`src/rtl/modcore_s_axil_regs.sv`:
```
// AXI4-Lite slave register file with four 32-bit software registers.
// Write address and write data are each held in a one-entry slot until both
// are present and no write response is outstanding; then the word is merged
// into the addressed register under the byte strobes. Reads return registered
// data from the register contents seen before any commit on the same edge.
module modcore_s_axil_regs #(
    parameter int C_S_AXI_DATA_WIDTH = 32,
    parameter int C_S_AXI_ADDR_WIDTH = 4
) (
    input  logic                              ACLK,
    input  logic                              ARESET,
    input  logic [C_S_AXI_ADDR_WIDTH-1:0]     S_AXI_AWADDR,
    input  logic [2:0]                        S_AXI_AWPROT,
    input  logic                              S_AXI_AWVALID,
    output logic                              S_AXI_AWREADY,
    input  logic [C_S_AXI_DATA_WIDTH-1:0]     S_AXI_WDATA,
    input  logic [C_S_AXI_DATA_WIDTH/8-1:0]   S_AXI_WSTRB,
    input  logic                              S_AXI_WVALID,
    output logic                              S_AXI_WREADY,
    output logic [1:0]                        S_AXI_BRESP,
    output logic                              S_AXI_BVALID,
    input  logic                              S_AXI_BREADY,
    input  logic [C_S_AXI_ADDR_WIDTH-1:0]     S_AXI_ARADDR,
    input  logic [2:0]                        S_AXI_ARPROT,
    input  logic                              S_AXI_ARVALID,
    output logic                              S_AXI_ARREADY,
    output logic [C_S_AXI_DATA_WIDTH-1:0]     S_AXI_RDATA,
    output logic [1:0]                        S_AXI_RRESP,
    output logic                              S_AXI_RVALID,
    input  logic                              S_AXI_RREADY,
    output logic [C_S_AXI_DATA_WIDTH-1:0]     REG0_OUT,
    output logic [C_S_AXI_DATA_WIDTH-1:0]     REG1_OUT,
    output logic [C_S_AXI_DATA_WIDTH-1:0]     REG2_OUT,
    output logic [C_S_AXI_DATA_WIDTH-1:0]     REG3_OUT
);

    localparam int DW     = C_S_AXI_DATA_WIDTH;
    localparam int STRB_W = C_S_AXI_DATA_WIDTH / 8;

    logic [DW-1:0]     regs [4];

    // Write-channel holding slots
    logic              aw_full;
    logic              w_full;
    logic [1:0]        aw_idx;
    logic [DW-1:0]     w_data;
    logic [STRB_W-1:0] w_strb;

    logic              awready;
    logic              wready;
    logic              bvalid;
    logic              arready;
    logic              rvalid;
    logic [DW-1:0]     rdata;

    logic              aw_hs;
    logic              w_hs;
    logic              b_hs;
    logic              ar_hs;
    logic              r_hs;
    logic              commit;
    logic              aw_full_next;
    logic              w_full_next;
    logic              bvalid_next;
    logic              rvalid_next;

    // Protection bits and the byte offset within a word carry no meaning here
    logic              unused_inputs;
    assign unused_inputs = ^{S_AXI_AWPROT, S_AXI_ARPROT, S_AXI_AWADDR[1:0], S_AXI_ARADDR[1:0]};

    // Replace only the strobed bytes of the old word
    function automatic logic [DW-1:0] merge_strobes(input logic [DW-1:0]     old_word,
                                                    input logic [DW-1:0]     new_word,
                                                    input logic [STRB_W-1:0] strb);
        logic [DW-1:0] res;
        res = old_word;
        for (int b = 0; b < STRB_W; b++) begin
            if (strb[b]) begin
                res[8*b +: 8] = new_word[8*b +: 8];
            end
        end
        return res;
    endfunction

    assign aw_hs  = S_AXI_AWVALID & awready;
    assign w_hs   = S_AXI_WVALID & wready;
    assign b_hs   = bvalid & S_AXI_BREADY;
    assign ar_hs  = S_AXI_ARVALID & arready;
    assign r_hs   = rvalid & S_AXI_RREADY;
    // A commit needs both halves of the write and a free response slot
    assign commit = aw_full & w_full & ~bvalid;

    // Next state of the write holding flags and response valid
    always_comb begin
        aw_full_next = aw_full;
        w_full_next  = w_full;
        bvalid_next  = bvalid;
        if (commit) begin
            aw_full_next = 1'b0;
            w_full_next  = 1'b0;
        end else begin
            if (aw_hs) aw_full_next = 1'b1;
            if (w_hs)  w_full_next  = 1'b1;
        end
        if (commit) begin
            bvalid_next = 1'b1;
        end else if (b_hs) begin
            bvalid_next = 1'b0;
        end
    end

    // Next state of the read response valid
    always_comb begin
        rvalid_next = rvalid;
        if (ar_hs) begin
            rvalid_next = 1'b1;
        end else if (r_hs) begin
            rvalid_next = 1'b0;
        end
    end

    // Write-path control: holding flags, registered readies, response valid
    always_ff @(posedge ACLK) begin
        if (ARESET) begin
            aw_full <= 1'b0;
            w_full  <= 1'b0;
            awready <= 1'b0;
            wready  <= 1'b0;
            bvalid  <= 1'b0;
        end else begin
            aw_full <= aw_full_next;
            w_full  <= w_full_next;
            awready <= ~aw_full_next;
            wready  <= ~w_full_next;
            bvalid  <= bvalid_next;
        end
    end

    // Capture address index, data and strobes on their handshakes
    always_ff @(posedge ACLK) begin
        if (aw_hs) begin
            aw_idx <= S_AXI_AWADDR[3:2];
        end
        if (w_hs) begin
            w_data <= S_AXI_WDATA;
            w_strb <= S_AXI_WSTRB;
        end
    end

    // Register array update on commit
    always_ff @(posedge ACLK) begin
        if (ARESET) begin
            for (int i = 0; i < 4; i++) begin
                regs[i] <= '0;
            end
        end else if (commit) begin
            regs[aw_idx] <= merge_strobes(regs[aw_idx], w_data, w_strb);
        end
    end

    // Read path: data sampled from pre-commit contents, held until accepted
    always_ff @(posedge ACLK) begin
        if (ARESET) begin
            rvalid  <= 1'b0;
            arready <= 1'b0;
            rdata   <= '0;
        end else begin
            rvalid  <= rvalid_next;
            arready <= ~rvalid_next;
            if (ar_hs) begin
                rdata <= regs[S_AXI_ARADDR[3:2]];
            end
        end
    end

    assign S_AXI_AWREADY = awready;
    assign S_AXI_WREADY  = wready;
    assign S_AXI_BVALID  = bvalid;
    assign S_AXI_BRESP   = 2'b00;
    assign S_AXI_ARREADY = arready;
    assign S_AXI_RVALID  = rvalid;
    assign S_AXI_RDATA   = rdata;
    assign S_AXI_RRESP   = 2'b00;
    assign REG0_OUT      = regs[0];
    assign REG1_OUT      = regs[1];
    assign REG2_OUT      = regs[2];
    assign REG3_OUT      = regs[3];

endmodule

```
`config.mk`:
```
export PLATFORM = sky130hd
export DESIGN_NAME = modcore_s_axil_regs
export DESIGN_NICKNAME = d
export VERILOG_FILES = /design/src/rtl/modcore_s_axil_regs.sv
export SDC_FILE = /design/constraint.sdc
export NUM_CORES = 1
export LEC_CHECK = 0
export ABC_AREA = 1
export CAP_MARGIN = 10
export CORE_MARGIN = 2
export CORE_UTILIZATION = 52
export DETAILED_ROUTE_END_ITERATION = 10
export GPL_ROUTABILITY_DRIVEN = 0
export GPL_TIMING_DRIVEN = 0
export PLACE_DENSITY = 0.84
export SKIP_CTS_REPAIR_TIMING = 1
export SLEW_MARGIN = 20
export SYNTH_ARGS = -nofsm -noshare
export SYNTH_HDL_FRONTEND = slang
export SYNTH_SLANG_ARGS = --single-unit
```
`constraint.sdc`:
```
create_clock -name ACLK -period 3.4 [get_ports ACLK]
set_input_delay 0.68 -clock ACLK [delete_from_list [all_inputs] [get_ports ACLK]]
set_output_delay 0.68 -clock ACLK [all_outputs]
set_load 0.01 [all_outputs]
```
==> flow_summary_export.csv <==
group,metric,value,unit
run_status,outcome,"finished clean",
synthesis,synth.distinct_cells,26,
routing,drc,0,
timing,slew_viol_final,0,
critical_path,worstPathRequired,3540,ps
routing,wl,23.67,mm
die,dieHeight,131.8,um
min_path,min_path_type,"register to register",
timing,tightest_slew,799.2,ps
layout,antenna_cells,0,
cts,clk_latency,510,ps
routing,via_per_inst,5.277,
placed_design,numPortBuffers,210,
critical_path,crit_fanout,10,
cts,cts.path.max_buffers,3,
grt,antenna_found_initial,0,
power,p_leak,4.610,nW
grt,grt_pass1_wl,36.13,mm
timing,hold_violations,0,
synthesis,synth_most_common_cell,"nor2_1",
cts,cts_root_buf,"clkbuf_16",
timing,fin_crit,2603,ps
synthesis,synth_edf_count,166,
synthesis,synth-async-reset-ratio,0,%
layout,drive_gt1_share,7.795,%
synthesis,avgSynthCellArea,10.61,um2
cts,cts_sinks,205,
cts,numCtsBuffers,22,
critical_path,cp_slowest_stage_delay,570,ps
critical_path,path_cells,"clkdlybuf4s50_1, inv_2, buf_6, nand3_1, nand2_2, nand4_2, nand2_1",
grt,grt_pass1_vias,6594,
routing,via_count,6691,
cts,cts_tree,"yes",
die,die-area,17360,um2
synthesis,yosysTopAreaCell,"edfxtp_1",
routing,drt_first_pass_iters,6,
synthesis,synth-seq-cells,205,
timing,hold_ws,543.7,ps
die,fp-row-count,46,
layout,nets,1094,
placed_design,dp_hpwl,17.44,mm
timing,tns,0,ps
timing,final-setup-viol-count,0,
synthesis,ys_seq_area_share,67.91,%
routing,route.antenna.remaining_nets,0,
die,pin_count,226,
placed_design,dp_cells,1229,
synthesis,synthTopCellsByArea,"edfxtp_1, nor2_1, dfxtp_1, o21ai_0, inv_1",
layout,multi_input_area,2233,um2
grt,grt_max_degree,38,
routing,drt_iter0_drc,728,
power,cellPowerDensity,514.5,nW/um2
power,peakVddDrop,0.4504,mV
critical_path,crit_arrival,2750,ps
layout,final_cells,1268,
layout,design_area,11630,um2
die,core_region_area,15940,um2
placed_design,post_dp_cell_area,10870,um2
critical_path,crit_type,"primary input to register",
synthesis,syn-cell-area,8489,um2
critical_path,crit_path_start_kind,"primary input",
timing,clock_skew,26.82,ps
job,cap_violations,0,
cts,clkSlewWorstSetupHoldPaths,60,ps
critical_path,cp_top_family,"simple AND/OR/NAND/NOR gates",
cts,htreeDepth,1,
layout,area_growth,37.04,%
synthesis,synth_common_cells,"nor2_1, edfxtp_1, o21ai_0",
grt,grt_remaining_overflow,0,
synthesis,synth_top_area_share,58.72,%
layout,final_util,72.97,%
grt,grtUsageTotal,26.88,%
timing,grt_setup_unrepaired,"no",
critical_path,worst-path-buf-inv,3,
timing,maxSlewHeadroom,46.64,%
routing,wl_per_cell,18.67,um
synthesis,ys_warn_count,0,
timing,min_period_over_period,76.57,%
synthesis,syn_inst,800,
timing,max_freq,384.1,MHz
synthesis,synthFlopType,"edfxtp_1",
layout,fill_cells,1105,
critical_path,crit_slowest_cell,"clkdlybuf4s50_1",
die,fp.dieW,131.8,um
layout,regArea,5766,um2
die,initial_core_util,53.25,%
critical_path,end_kind,"register",
## metrics by stage
step	setup WS (ps)	power [mW]
after floorplan	1416	3.189
after global placement	384.7	3.507
after detailed placement	381.1	3.523
after CTS	845.8	5.987
after global routing	685.9	6.153
final	796.6	5.985
## placed cells by master (no fill, tap or decap), types with 3 or more instances in the layout
master | netlist | routed
nor2_1 | 252 | 252
clkdlybuf4s50_1 | 0 | 210
edfxtp_1 | 166 | 166
o21ai_0 | 107 | 107
inv_1 | 74 | 73
nand2_1 | 56 | 56
dfxtp_1 | 39 | 39
clkbuf_1 | 20 | 25
clkbuf_16 | 0 | 23
o21ai_1 | 22 | 22
buf_2 | 10 | 10
nand4_4 | 8 | 8
nor2_2 | 8 | 8
buf_1 | 6 | 6
inv_2 | 4 | 5
nand3_1 | 4 | 4
nand4_2 | 4 | 4
buf_4 | 4 | 4
conb_1 | 1 | 4
bufinv_16 | 0 | 4
nand2_2 | 3 | 3
a21oi_1 | 3 | 3
## area by class of cell
cell class | instances | share of cell area (%)
Buffer | 42 | 1.796
Clock buffer | 29 | 5.227
Clock inverter | 10 | 1.312
Inverter | 78 | 2.517
Multi-Input combinational cell | 478 | 19.20
Sequential cell | 205 | 49.56
Tap cell | 216 | 2.323
Timing Repair Buffer | 210 | 18.07
## power by group
part / leakage [nW] / switching [mW] / internal, mW
combinational: 2.25 / 0.328 / 0.265
clock: 0.364 / 0.945 / 1.56
sequential: 1.99 / 0.0618 / 2.83
total: 4.61 / 1.33 / 4.65
## layer usage
metal | GRT usage [%] | part of all wire, % | up-vias
met1 | 34.35 | 38 | 3059
li1 | - | - | 3117
met3 | 5.844 | 10 | 79
met4 | 10.51 | 4.2 | 2
met5 | 2.222 | 0.15 | -
met2 | 44.91 | 48 | 434
## path summary, 6_finish.rpt
check / from / end / slack [ps] / cells after the start
worst min-delay path: S_AXI_RVALID / S_AXI_RVALID / 540 / 2
worst max register to register: aw_idx[0] / regs[3][26] / 1320 / 5
worst min register to register: S_AXI_RVALID / S_AXI_RVALID / 540 / 2
worst max-delay path: ARESET / regs[2][23] / 800 / 7
## registers in the layout (all words and copies together) (netlist names)
register	flops
aw_full	1
S_AXI_BVALID	1
S_AXI_WREADY	1
S_AXI_RDATA	32
regs	128
S_AXI_RVALID	1
w_data	32
S_AXI_AWREADY	1
w_strb	4
w_full	1
S_AXI_ARREADY	1
aw_idx	2
## kinds of logic after synthesis
logic type	share of synthesized area, %
buf+inv	5.910
flops	67.91
compound gates	8.357
simple gates	17.77
other cells	0.04417
## worst register-to-register path, cell delays in order, from the launching register on
cell and delay, ps:
edfxtp_1 310, buf_2 240, inv_2 200, o21ai_0 510, nand2_1 140, inv_1 320
(Power assumes the default switching activity.)
